### config.mk
export PLATFORM = sky130hd
export DESIGN_NAME = aes_block_loader
export DESIGN_NICKNAME = d
export VERILOG_FILES = /design/src/rtl/aes_pkg.sv /design/src/rtl/d_ff.sv /design/src/rtl/aes_block_loader.sv
export SDC_FILE = /design/constraint.sdc
export NUM_CORES = 1
export LEC_CHECK = 0
export ABC_AREA = 0
export BUFFER_PORTS_ARGS = -buffer_cell sky130_fd_sc_hd__buf_4
export CORE_MARGIN = 2
export CORE_UTILIZATION = 40
export CTS_CLUSTER_SIZE = 24
export DETAILED_ROUTE_END_ITERATION = 16
export GPL_TIMING_DRIVEN = 0
export HOLD_SLACK_MARGIN = 0.03
export PLACE_DENSITY = 0.66
export SETUP_SLACK_MARGIN = 0.02
export SYNTH_ARGS = -nofsm -noshare
export SYNTH_HDL_FRONTEND = slang
export SYNTH_SLANG_ARGS = --single-unit
### constraint.sdc
create_clock -name clk -period 3 [get_ports clk]
set_input_delay 0.6 -clock clk [delete_from_list [all_inputs] [get_ports clk]]
set_output_delay 0.6 -clock clk [all_outputs]
set_load 0.01 [all_outputs]
### src/rtl/aes_pkg.sv
// Shared AES loader definitions: FSM state type and default word/block widths.
package aes_pkg;

    localparam int AES_WORD_W  = 32;
    localparam int AES_BLOCK_W = 128;

    typedef enum logic {
        FILL = 1'b0,
        FULL = 1'b1
    } loader_state_t;

endpackage

### src/rtl/d_ff.sv
// Generic register with asynchronous active-low clear.
module d_ff #(
    parameter int WIDTH = 1
) (
    input  logic             clk,
    input  logic             rst_n,
    input  logic [WIDTH-1:0] d,
    output logic [WIDTH-1:0] q
);

    always_ff @(posedge clk or negedge rst_n) begin
        if (!rst_n) begin
            q <= '0;
        end else begin
            q <= d;
        end
    end

endmodule

### src/rtl/aes_block_loader.sv
// Packs a stream of WORD_W words into BLOCK_W blocks (word 0 in the MSBs).
// Optional AES_LOADER_BSWAP_EN byte-reverses each word before it is stored.
module aes_block_loader
    import aes_pkg::*;
#(
    parameter  int WORD_W  = AES_WORD_W,
    parameter  int BLOCK_W = AES_BLOCK_W,
    localparam int NWORDS  = BLOCK_W / WORD_W,
    localparam int CNT_W   = $clog2(NWORDS)
) (
    input  logic               clk,
    input  logic               rst_n,
    input  logic               in_valid,
    output logic               in_ready,
    input  logic [WORD_W-1:0]  in_word,
    input  logic               in_first,
    output logic               out_valid,
    input  logic               out_ready,
    output logic [BLOCK_W-1:0] out_block,
    output logic [CNT_W-1:0]   word_cnt
);

    localparam logic [CNT_W-1:0] LAST_IDX = CNT_W'(NWORDS - 1);
    localparam logic [CNT_W-1:0] ONE_CNT  = CNT_W'(1);

    loader_state_t      state_reg;
    loader_state_t      state_next;
    logic [CNT_W-1:0]   cnt_next;
    logic [CNT_W-1:0]   slot_sel;
    logic               slot_we;
    logic [WORD_W-1:0]  word_store;

`ifdef AES_LOADER_BSWAP_EN
    // Byte 0 (LSB byte) of the incoming word lands in the MSB byte.
    for (genvar gi = 0; gi < WORD_W / 8; gi++) begin : g_bswap
        assign word_store[gi*8 +: 8] = in_word[WORD_W-8-gi*8 +: 8];
    end
`else
    assign word_store = in_word;
`endif

    always_ff @(posedge clk or negedge rst_n) begin
        if (!rst_n) begin
            state_reg <= FILL;
        end else begin
            state_reg <= state_next;
        end
    end

    d_ff #(
        .WIDTH (CNT_W)
    ) u_word_cnt (
        .clk   (clk),
        .rst_n (rst_n),
        .d     (cnt_next),
        .q     (word_cnt)
    );

    always_comb begin
        state_next = state_reg;
        cnt_next   = word_cnt;
        slot_sel   = word_cnt;
        slot_we    = 1'b0;
        in_ready   = 1'b1;
        out_valid  = 1'b0;
        case (state_reg)
            FILL: begin
                if (in_valid) begin
                    slot_we = 1'b1;
                    if (in_first) begin
                        // Resync: whatever partial block exists is abandoned.
                        slot_sel = '0;
                        cnt_next = ONE_CNT;
                    end else if (word_cnt == LAST_IDX) begin
                        cnt_next   = '0;
                        state_next = FULL;
                    end else begin
                        cnt_next = word_cnt + ONE_CNT;
                    end
                end
            end
            FULL: begin
                out_valid = 1'b1;
                in_ready  = out_ready;
                if (out_ready) begin
                    // Draining and accepting word 0 of the next block in the same cycle.
                    state_next = FILL;
                    slot_sel   = '0;
                    if (in_valid) begin
                        slot_we  = 1'b1;
                        cnt_next = ONE_CNT;
                    end else begin
                        cnt_next = '0;
                    end
                end
            end
            default: begin
                state_next = FILL;
            end
        endcase
    end

    for (genvar gi = 0; gi < NWORDS; gi++) begin : g_slot
        logic [WORD_W-1:0] slot_reg;

        always_ff @(posedge clk or negedge rst_n) begin
            if (!rst_n) begin
                slot_reg <= '0;
            end else if (slot_we && (slot_sel == CNT_W'(gi))) begin
                slot_reg <= word_store;
            end
        end

        assign out_block[BLOCK_W-1-gi*WORD_W -: WORD_W] = slot_reg;
    end

endmodule

==> results of run 1 <==
[logic make-up after synthesis]
| kind of cell | Yosys count | synth area share [%] |
|---|---|---|
| buffers and inverters | 14 | 1.55 |
| muxes | 128 | 29.3 |
| DFF | 131 | 66.6 |
| AOI/OAI and AO/OA | 6 | 1.09 |
| adders and majority gates | 1 | 0.254 |
| and+or+nand+nor | 9 | 1.14 |
[synthesized netlist by cell type]
cell | instances | area share (%)
nand2b_1 | 1 | 0.13
o21ai_0 | 1 | 0.10
inv_1 | 1 | 0.076
dfrtp_1 | 131 | 67
a21boi_0 | 1 | 0.15
nand3_1 | 1 | 0.10
nand3b_1 | 2 | 0.31
nor3b_2 | 1 | 0.25
mux2_2 | 119 | 27
buf_2 | 10 | 1.0
mux2_1 | 9 | 2.1
o311ai_2 | 1 | 0.33
ha_1 | 1 | 0.25
nor2_1 | 1 | 0.076
and3_1 | 1 | 0.13
o21a_1 | 1 | 0.15
buf_4 | 3 | 0.46
o22ai_1 | 1 | 0.13
o221a_2 | 1 | 0.23
nand2_1 | 2 | 0.15
[per-stage QoR]
stage	instances	setup slack, ns	total power (W)	hold WS (ns)	utilization, %
global route	634	0.916	0.00821	0.194	58.1
global placement	604	0.878	0.00575	0.469	53.0
detailed placement	605	0.855	0.00584	0.477	53.2
finish	634	1.05	0.00780	0.166	58.1
floorplan	289	1.25	0.00421	0.304	-
CTS	634	1.01	0.00790	0.155	58.1
[power breakdown]
group | leakage [nW] | internal [W] | switching [W]
sequential | 1.58 | 0.00256 | 0.000429
clock | 0.281 | 0.00132 | 0.000707
combinational | 1.49 | 0.00164 | 0.00114
total | 3.35 | 0.00552 | 0.00228
[layout make-up]
cell class | count | share of cell area [%]
multi-input cells | 144 | 22.4
plain buffers | 13 | 1.04
clock buffers | 25 | 7.25
inverters | 1 | 0.0538
flip-flops and latches | 131 | 47.0
well taps | 147 | 2.64
clock inverters | 4 | 1.04
repair buffers | 169 | 18.5
[worst max-delay path by stage]
stage | start | end | cells after the start
floorplan | in_first | g_slot[1].slot_reg[0] | 5
global placement | in_first | g_slot[0].slot_reg[4] | 4
detailed placement | in_first | g_slot[0].slot_reg[17] | 4
CTS | u_word_cnt.q[0] | g_slot[0].slot_reg[17] | 4
global route | u_word_cnt.q[0] | g_slot[0].slot_reg[17] | 4
finish | u_word_cnt.q[0] | g_slot[0].slot_reg[7] | 4
[worst reg2reg max path, cell delays in order, from the launching register on]
cell and delay, ns:
dfrtp_1 0.49, nor2_1 0.11, o311ai_2 0.46, buf_2 0.40, mux2_2 0.38
[layer usage]
metal / part of all wire [%] / vias to the layer above / global-route usage (%)
met4: 1.8 / 0 / 7.95
met5: 0 / - / 0
met1: 43 / 1609 / 22.6
met2: 49 / 103 / 28.7
met3: 6.3 / 15 / 5.48
li1: - / 1404 / -
==> run metrics, run 1 <==
Slew HR 62.4%; Sink Count 131; Cell variety after synth 20; reg2reg end g_slot[0].slot_reg[7]; Final ANT Viol Nets 0; DR vias/cell 4.94; drt total wl 11.5 mm; Avg WL per Cell 18.1 um; number of setup buffers added after CTS 0; Worst EP required 3.29 ns; crit-path leading delay family flip-flops; slowest cell on the critical path dfrtp_1; design area 6970 um^2; RSZ-0062 raised after global routing no; Root Buffer clkbuf_16; sequential standard cell area 3280 um^2; # fillers 1009; Crit path largest cell delay 0.49 ns; type of the worst setup path flip-flop to flip-flop; gr usage total 17.9%; status completed; area of the mapped netlist 4920 um^2; Area after DPL 6390 um^2; Die Ht 115 um; Area Growth Syn to Fin 41.8%; f_max 512 MHz; total number of vias 3131; Die Wd 115 um; diodes inserted 0; most common cell after layout, fill and taps aside buf_4; count of final setup violators 0; net count reported at finish 515; Worst-Margin Slew 0.565 ns; Max IR drop VDD 558 uV; first-pass GRT wire length 17.7 mm; Rows 40; CTS tree yes; R2R cell count 4; effective utilization at floorplan 40.9%; GP Congestion 0.765; H-tree levels 4; r2r startpoint u_word_cnt.q[0]; max reg flops 128; PortBufs 168; # hold bufs at CTS 0; cts bufs inserted 17; drt drc 0; Synth Instances 289; crit path DAT 2.24 ns; syn_area_per_cell 17.0 um^2; flop2flop setup slack 1.05 ns; global route overflow 0; cell chain of the critical path nor2_1, o311ai_2, buf_2, mux2_2; clk slew on worst S/H paths 0.05 ns; Die ar. 13200 um^2; HP Class input port to async pin; Worst Skew 0.00488 ns; register bit total from synthesis 131; Yosys Warn Count 0; Max Cap Viol 0; Final Hold Fails 0; First-pass DRT Iterations 4; post_cts resized 0; endpoint class of the critical path flip-flop; Power Dens Cells 1120 nW/um^2; Syn Nets 327; pin count of the biggest net entering global routing 74; fraction of layout cells with a size suffix above 1 67.8%; number of global-route vias before repair 3266; post-layout min period 1.95 ns; detailed placement HPWL 7.99 mm; Buf/Inv on CP 1; worst skew pair latency 0.41 ns; number of top-level pins 169; multi-input logic area 1560 um^2; Iter 0 DRT Violations 112; Final Max Tran Viols 0; Max FO, Critical Path 10; most frequent cells in the layout buf_4, dfrtp_1, mux2_2; core area 12000 um^2; Clock Tree Buf Depth 2; P_leak 3.35 nW; final worst-path cycle share 65.0%; register area share after synthesis 66.6%; Setup TNS Final 0 ns; CP Launch Type flip-flop; initial antenna violation count 0
Power figures use the tool's default switching activity.
==> run 2, diff against run 1 <==
--- a/config.mk
+++ b/config.mk
@@ -13,7 +13,7 @@
 export DETAILED_ROUTE_END_ITERATION = 16
 export GPL_TIMING_DRIVEN = 0
 export HOLD_SLACK_MARGIN = 0.03
-export PLACE_DENSITY = 0.66
+export PLACE_DENSITY = 0.69
 export SETUP_SLACK_MARGIN = 0.02
 export SYNTH_ARGS = -nofsm -noshare
 export SYNTH_HDL_FRONTEND = slang
==> constraint.sdc (replaced) <==
create_clock -name clk -period 1.7 [get_ports clk]
set_input_delay 0.34 -clock clk [delete_from_list [all_inputs] [get_ports clk]]
set_output_delay 0.34 -clock clk [all_outputs]
set_load 0.01 [all_outputs]
==> run 2 against run 1 <==
  * Global-route usage is 0.064 points lower
  * Non-clock buffer count rose by 20
  * Largest power group is now combinational cells
  * Critical path type unchanged
  * Sequential share of layout area fell by 2.6 points
  * Combinational power grew 97%
  * Hold slack improved by 0.018 ns
  * Wire length up 4.8%
  * Power up 79%
  * Register-to-register slack lost 1.0 ns
  * Largest cell class unchanged
  * Critical path depth up 1
  * Highest routed layer unchanged
  * Maximum frequency up 15%
  * Count of clock-buffer cells in the layout unchanged
==> run metrics, run 2 (same netlist as run 1, synthesis figures left out) <==
status completed (unchanged); Final Max Tran Viols 0 (unchanged); Worst Setup SP state_reg (was u_word_cnt.q[0]); HP Class input port to flip-flop (was input port to async pin); drt drc 0 (unchanged); Die Wd 115 um (unchanged); dpl cells 605 (unchanged); Max FO, Critical Path 7 (was 10); Slew HR 60.0% (was 62.4%); total number of vias 3216 (was 3131); total power 0.0140 W (was 0.00780 W); final worst-path cycle share 99.6% (was 65.0%); GP Congestion 0.737 (was 0.765); Post-Layout Cell Count 656 (was 634); worst skew pair latency 0.41 ns (about the same); effective utilization at floorplan 40.9% (unchanged); type of the worst setup path flip-flop to flip-flop (unchanged); crit path to g_slot[1].slot_reg[15] (was g_slot[0].slot_reg[7]); R2R cell count 5 (was 4); Die ar. 13200 um^2 (unchanged); post-layout min period 1.69 ns (was 1.95 ns); f_max 590 MHz (was 512 MHz); H-tree levels 4 (unchanged); first-pass GRT wire length 17.6 mm (was 17.7 mm); Area after DPL 6390 um^2 (unchanged); cts bufs inserted 17 (unchanged); number of global-route vias before repair 3330 (was 3266); endpoint class of the critical path flip-flop (unchanged); Root Buffer clkbuf_16 (unchanged); P_leak 3.60 nW (was 3.35 nW); DR vias/cell 4.90 (was 4.94); PortBufs 168 (unchanged); core area 12000 um^2 (unchanged); diodes inserted 0 (unchanged); net count reported at finish 535 (was 515); r2r startpoint state_reg (was u_word_cnt.q[0]); Avg WL per Cell 18.4 um (was 18.1 um); Rows 40 (unchanged); number of top-level pins 169 (unchanged); Power Dens Cells 1890 nW/um^2 (was 1120 nW/um^2); design area 7390 um^2 (was 6970 um^2); reg2reg end g_slot[1].slot_reg[15] (was g_slot[0].slot_reg[7]); Area Growth Syn to Fin 50.3% (was 41.8%); Final Hold Fails 0 (unchanged); global route overflow 0 (unchanged); most frequent cells in the layout buf_4, dfrtp_1, mux2_2 (unchanged); CP Launch Type flip-flop (unchanged); Die Ht 115 um (unchanged); fraction of layout cells with a size suffix above 1 70.9% (was 67.8%); Place WS -0.258 ns (was 0.855 ns); First-pass DRT Iterations 4 (unchanged); drt total wl 12.0 mm (was 11.5 mm); clk slew on worst S/H paths 0.05 ns (about the same); CTS tree yes (unchanged); flop2flop setup slack 0.006 ns (was 1.05 ns); detailed placement HPWL 7.90 mm (was 7.99 mm); Max IR drop VDD 907 uV (was 558 uV); Worst Setup Slack, final 0.00638 ns (was 1.05 ns); RSZ-0062 raised after global routing yes (was no); Iter 0 DRT Violations 133 (was 112); Worst Skew 0.00428 ns (was 0.00488 ns); Fin Hold WS 0.183 ns (was 0.166 ns); Max Cap Viol 0 (unchanged); Clock Tree Buf Depth 2 (unchanged); most common cell after layout, fill and taps aside buf_4 (unchanged); Worst EP required 1.99 ns (was 3.29 ns); initial antenna violation count 0 (unchanged); Sink Count 131 (unchanged); count of final setup violators 0 (unchanged); max reg flops 128 (unchanged); Final ANT Viol Nets 0 (unchanged); pin count of the biggest net entering global routing 70 (was 74); crit path DAT 1.98 ns (was 2.24 ns); gr usage total 17.9% (about the same); Worst-Margin Slew 0.600 ns (was 0.565 ns)
## run 2: changes by cell type in the layout (fill, tap and decap cells not counted), moves of 3 or more
cell	delta
buf_4	+12
clkbuf_16	+5
buf_2	-6
clkinv_2	+5
mux2_1	-7
dfrtp_2	+3
buf_12	+6
mux2_4	+31
mux2_2	-24
dfrtp_1	-3
## run 2: cell type report
type                       instances  area, um^2
fill                             956        4620
clock buffer                      25         485
timing repair buffer             190        1540
sequential                       131        3280
inverter                           1        3.75
multi-input combinational        144        1710
tap                              147         184
buffer                            12         161
clock inverter                     6        30.0
## run 2: through the flow
step	utilization, %	setup TNS [ns]
5_1_grt	61.6	-1.58
3_3_place_gp	53.0	-21.60
6_report	61.6	0
4_1_cts	59.0	0
3_5_place_dp	53.2	-14.23
2_1_floorplan	-	0
## run 2: how the worst min path moves through the flow
| stage | depth (start not counted) | start | endpoint |
|---|---|---|---|
| floorplan | 0 | rst_n | g_slot[0].slot_reg[0] |
| global placement | 1 | g_slot[1].slot_reg[25] | g_slot[1].slot_reg[25] |
| detailed placement | 1 | rst_n | u_word_cnt.q[0] |
| CTS | 2 | in_word[5] | g_slot[0].slot_reg[5] |
| global route | 2 | in_word[30] | g_slot[3].slot_reg[30] |
| finish | 2 | in_word[5] | g_slot[0].slot_reg[5] |
## run 2: critical path, cell delays in order (launching register included)
cell and delay [ns]:
dfrtp_2 0.44, nor3b_4 0.28, and3_4 0.23, buf_12 0.15, clkbuf_16 0.16, mux2_4 0.30
## run 2: layer usage
metal | share of wire, % | track usage [%]
met5 | 0 | 0
met4 | 1.4 | 7.47
met3 | 6.1 | 6.22
met2 | 50 | 29.6
met1 | 43 | 21.3
## run 2: timing repair
item / in CTS / in global routing
setup endpoints to repair: 120 / 95
cloned: 0 / 6
resized for setup: 34 / 31
hold endpoints to repair: 62 / 0
hold buffers: 1 / 0
setup buffers: 5 / 9
pin swaps: 4 / 3
## run 2: where the power goes
part	leakage [nW]	internal, W	switching, W
clock	0.260	0.00195	0.00122
combinational	1.75	0.00338	0.00212
sequential	1.58	0.00453	0.000797
==> run 3, diff against run 2 <==
==> constraint.sdc (replaced) <==
create_clock -name clk -period 1.4 [get_ports clk]
set_input_delay 0.28 -clock clk [delete_from_list [all_inputs] [get_ports clk]]
set_output_delay 0.28 -clock clk [all_outputs]
set_load 0.01 [all_outputs]
==> run 3 against run 2 <==
  * Power increased by 29%
  * Worst setup slack got worse by 0.27 ns
  * Design area up 6.5%
  * Sequential power is 22% higher
  * The flow now finishes with violations (negative setup slack)
  * Largest power group unchanged
  * Highest routed layer unchanged
==> run metrics, run 3 (same netlist as run 1, synthesis figures left out) <==
Worst-Margin Slew 0.500 ns (was 0.600 ns); core area 12000 um^2 (unchanged); Final ANT Viol Nets 0 (unchanged); Final Hold Fails 0 (unchanged); global route overflow 0 (unchanged); P_leak 3.93 nW (was 3.60 nW); R2R cell count 6 (was 5); Max FO, Critical Path 10 (was 7); most common cell after layout, fill and taps aside buf_4 (unchanged); Area Growth Syn to Fin 60.1% (was 50.3%); dpl cells 605 (unchanged); Die Wd 115 um (unchanged); Rows 40 (unchanged); Clock Tree Buf Depth 2 (unchanged); Max Cap Viol 0 (unchanged); Area after DPL 6470 um^2 (was 6390 um^2); reg2reg end g_slot[3].slot_reg[13] (was g_slot[1].slot_reg[15]); Worst Skew 0.00870 ns (was 0.00428 ns); type of the worst setup path flip-flop to flip-flop (unchanged); multi-input logic area 1860 um^2 (was 1710 um^2); Slew HR 66.7% (was 60.0%); diodes inserted 0 (unchanged); HP Start in_word[16] (was in_word[5]); fin util 65.6% (was 61.6%); First-pass DRT Iterations 4 (unchanged); most frequent cells in the layout buf_4, dfrtp_1, mux2_4 (was buf_4, dfrtp_1, mux2_2); number of top-level pins 169 (unchanged); DR vias/cell 4.95 (was 4.90); Max IR drop VDD 1210 uV (was 907 uV); Setup TNS Final -30.23 ns (was 0 ns); final worst-path cycle share 119% (was 99.6%); r2r startpoint state_reg (unchanged); Power Dens Cells 2290 nW/um^2 (was 1890 nW/um^2); Die Ht 115 um (unchanged); net count reported at finish 544 (was 535); endpoint class of the critical path flip-flop (unchanged); design area 7880 um^2 (was 7390 um^2); Worst Setup SP state_reg (unchanged); PortBufs 168 (unchanged); RSZ-0062 raised after global routing yes (unchanged); Root Buffer clkbuf_16 (unchanged); Final Max Tran Viols 0 (unchanged); Sink Count 131 (unchanged); pin count of the biggest net entering global routing 81 (was 70); HP Class input port to flip-flop (unchanged); number of global-route vias before repair 3375 (was 3330); H-tree levels 4 (unchanged); drt total wl 13.3 mm (was 12.0 mm); drt drc 0 (unchanged); crit path DAT 1.96 ns (was 1.98 ns); clk slew on worst S/H paths 0.05 ns (about the same); sequential standard cell area 3280 um^2 (unchanged); post-layout min period 1.67 ns (was 1.69 ns); count of final setup violators 130 (was 0); # fillers 862 (was 956); effective utilization at floorplan 40.9% (unchanged); CTS tree yes (unchanged); Post-Layout Cell Count 666 (was 656); flop2flop setup slack -0.27 ns (was 0.006 ns); Worst EP required 1.69 ns (was 1.99 ns); worst skew pair latency 0.41 ns (about the same); hold worst-path end g_slot[3].slot_reg[16] (was g_slot[0].slot_reg[5]); f_max 599 MHz (was 590 MHz); Avg WL per Cell 19.9 um (was 18.4 um); fraction of layout cells with a size suffix above 1 72.8% (was 70.9%); status complete, but fails checks (was completed); max reg flops 128 (unchanged); CP Launch Type flip-flop (unchanged); Worst Setup Slack, final -0.268 ns (was 0.00638 ns); gr usage total 19.5% (was 17.9%); GP Congestion 0.757 (was 0.737); cts bufs inserted 17 (unchanged); first-pass GRT wire length 19.2 mm (was 17.6 mm); detailed placement HPWL 7.85 mm (was 7.90 mm); Die ar. 13200 um^2 (unchanged); initial antenna violation count 0 (unchanged); hold path depth 2 (unchanged); total number of vias 3299 (was 3216); Iter 0 DRT Violations 174 (was 133); failing checks negative setup slack
[run 3: timing repair]
action,4_1_cts,5_1_grt
cloned,3,7
endpoints found under the hold margin,51,0
pin swaps,4,4
setup buffers,15,7
hold buffers,1,0
resized for setup,73,43
endpoints found under the setup margin,129,131
[run 3: layout make-up]
cell class              instances  area share, %
repair buffers                199           22.1
clock inverters                 9           1.29
well taps                     147           2.34
flip-flops and latches        131           41.7
multi-input cells             144           23.6
clock buffers                  23           6.20
plain buffers                  12           2.75
inverters                       1         0.0477
[run 3: worst max path at each step]
| stage | slack, ns | depth (start not counted) | to |
|---|---|---|---|
| 2_1_floorplan | -0.16 | 3 | g_slot[0].slot_reg[10] |
| 3_3_place_gp | -0.47 | 1 | u_word_cnt.q[1] |
| 3_5_place_dp | -0.41 | 4 | g_slot[0].slot_reg[4] |
| 4_1_cts | -0.28 | 6 | g_slot[1].slot_reg[13] |
| 5_1_grt | -0.33 | 6 | g_slot[3].slot_reg[13] |
| 6_report | -0.27 | 6 | g_slot[3].slot_reg[13] |
[run 3: stage by stage]
stage	power, W	hold slack, ns	setup WS [ns]
after detailed placement	0.0126	0.262	-0.413
after floorplan	0.00911	-0.0156	-0.159
after CTS	0.0177	0.0979	-0.282
after global routing	0.0189	0.116	-0.333
final	0.0181	0.122	-0.268
after global placement	0.0124	0.470	-0.472
[run 3: report_power, final]
group          switching, W  internal [W]  leakage [nW]
Combinational       0.00273       0.00447          2.05
Sequential         0.000992       0.00550          1.58
Clock               0.00156       0.00280         0.293
[run 3: critical path: stages, from the launching register on]
cell and delay, ns:
dfrtp_2 0.44, nor3b_4 0.24, buf_6 0.14, buf_6 0.09, nand3_4 0.14, buf_8 0.20, mux2_2 0.28
[run 3: metal layers]
metal  up-vias  part of all wire [%]  global-route usage [%]
li1       1472                     -                       -
met5         -                     0                       0
met3        10                   7.0                    7.33
met1      1703                    43                    24.9
met4         0                   1.0                    6.27
met2       114                    49                    30.9
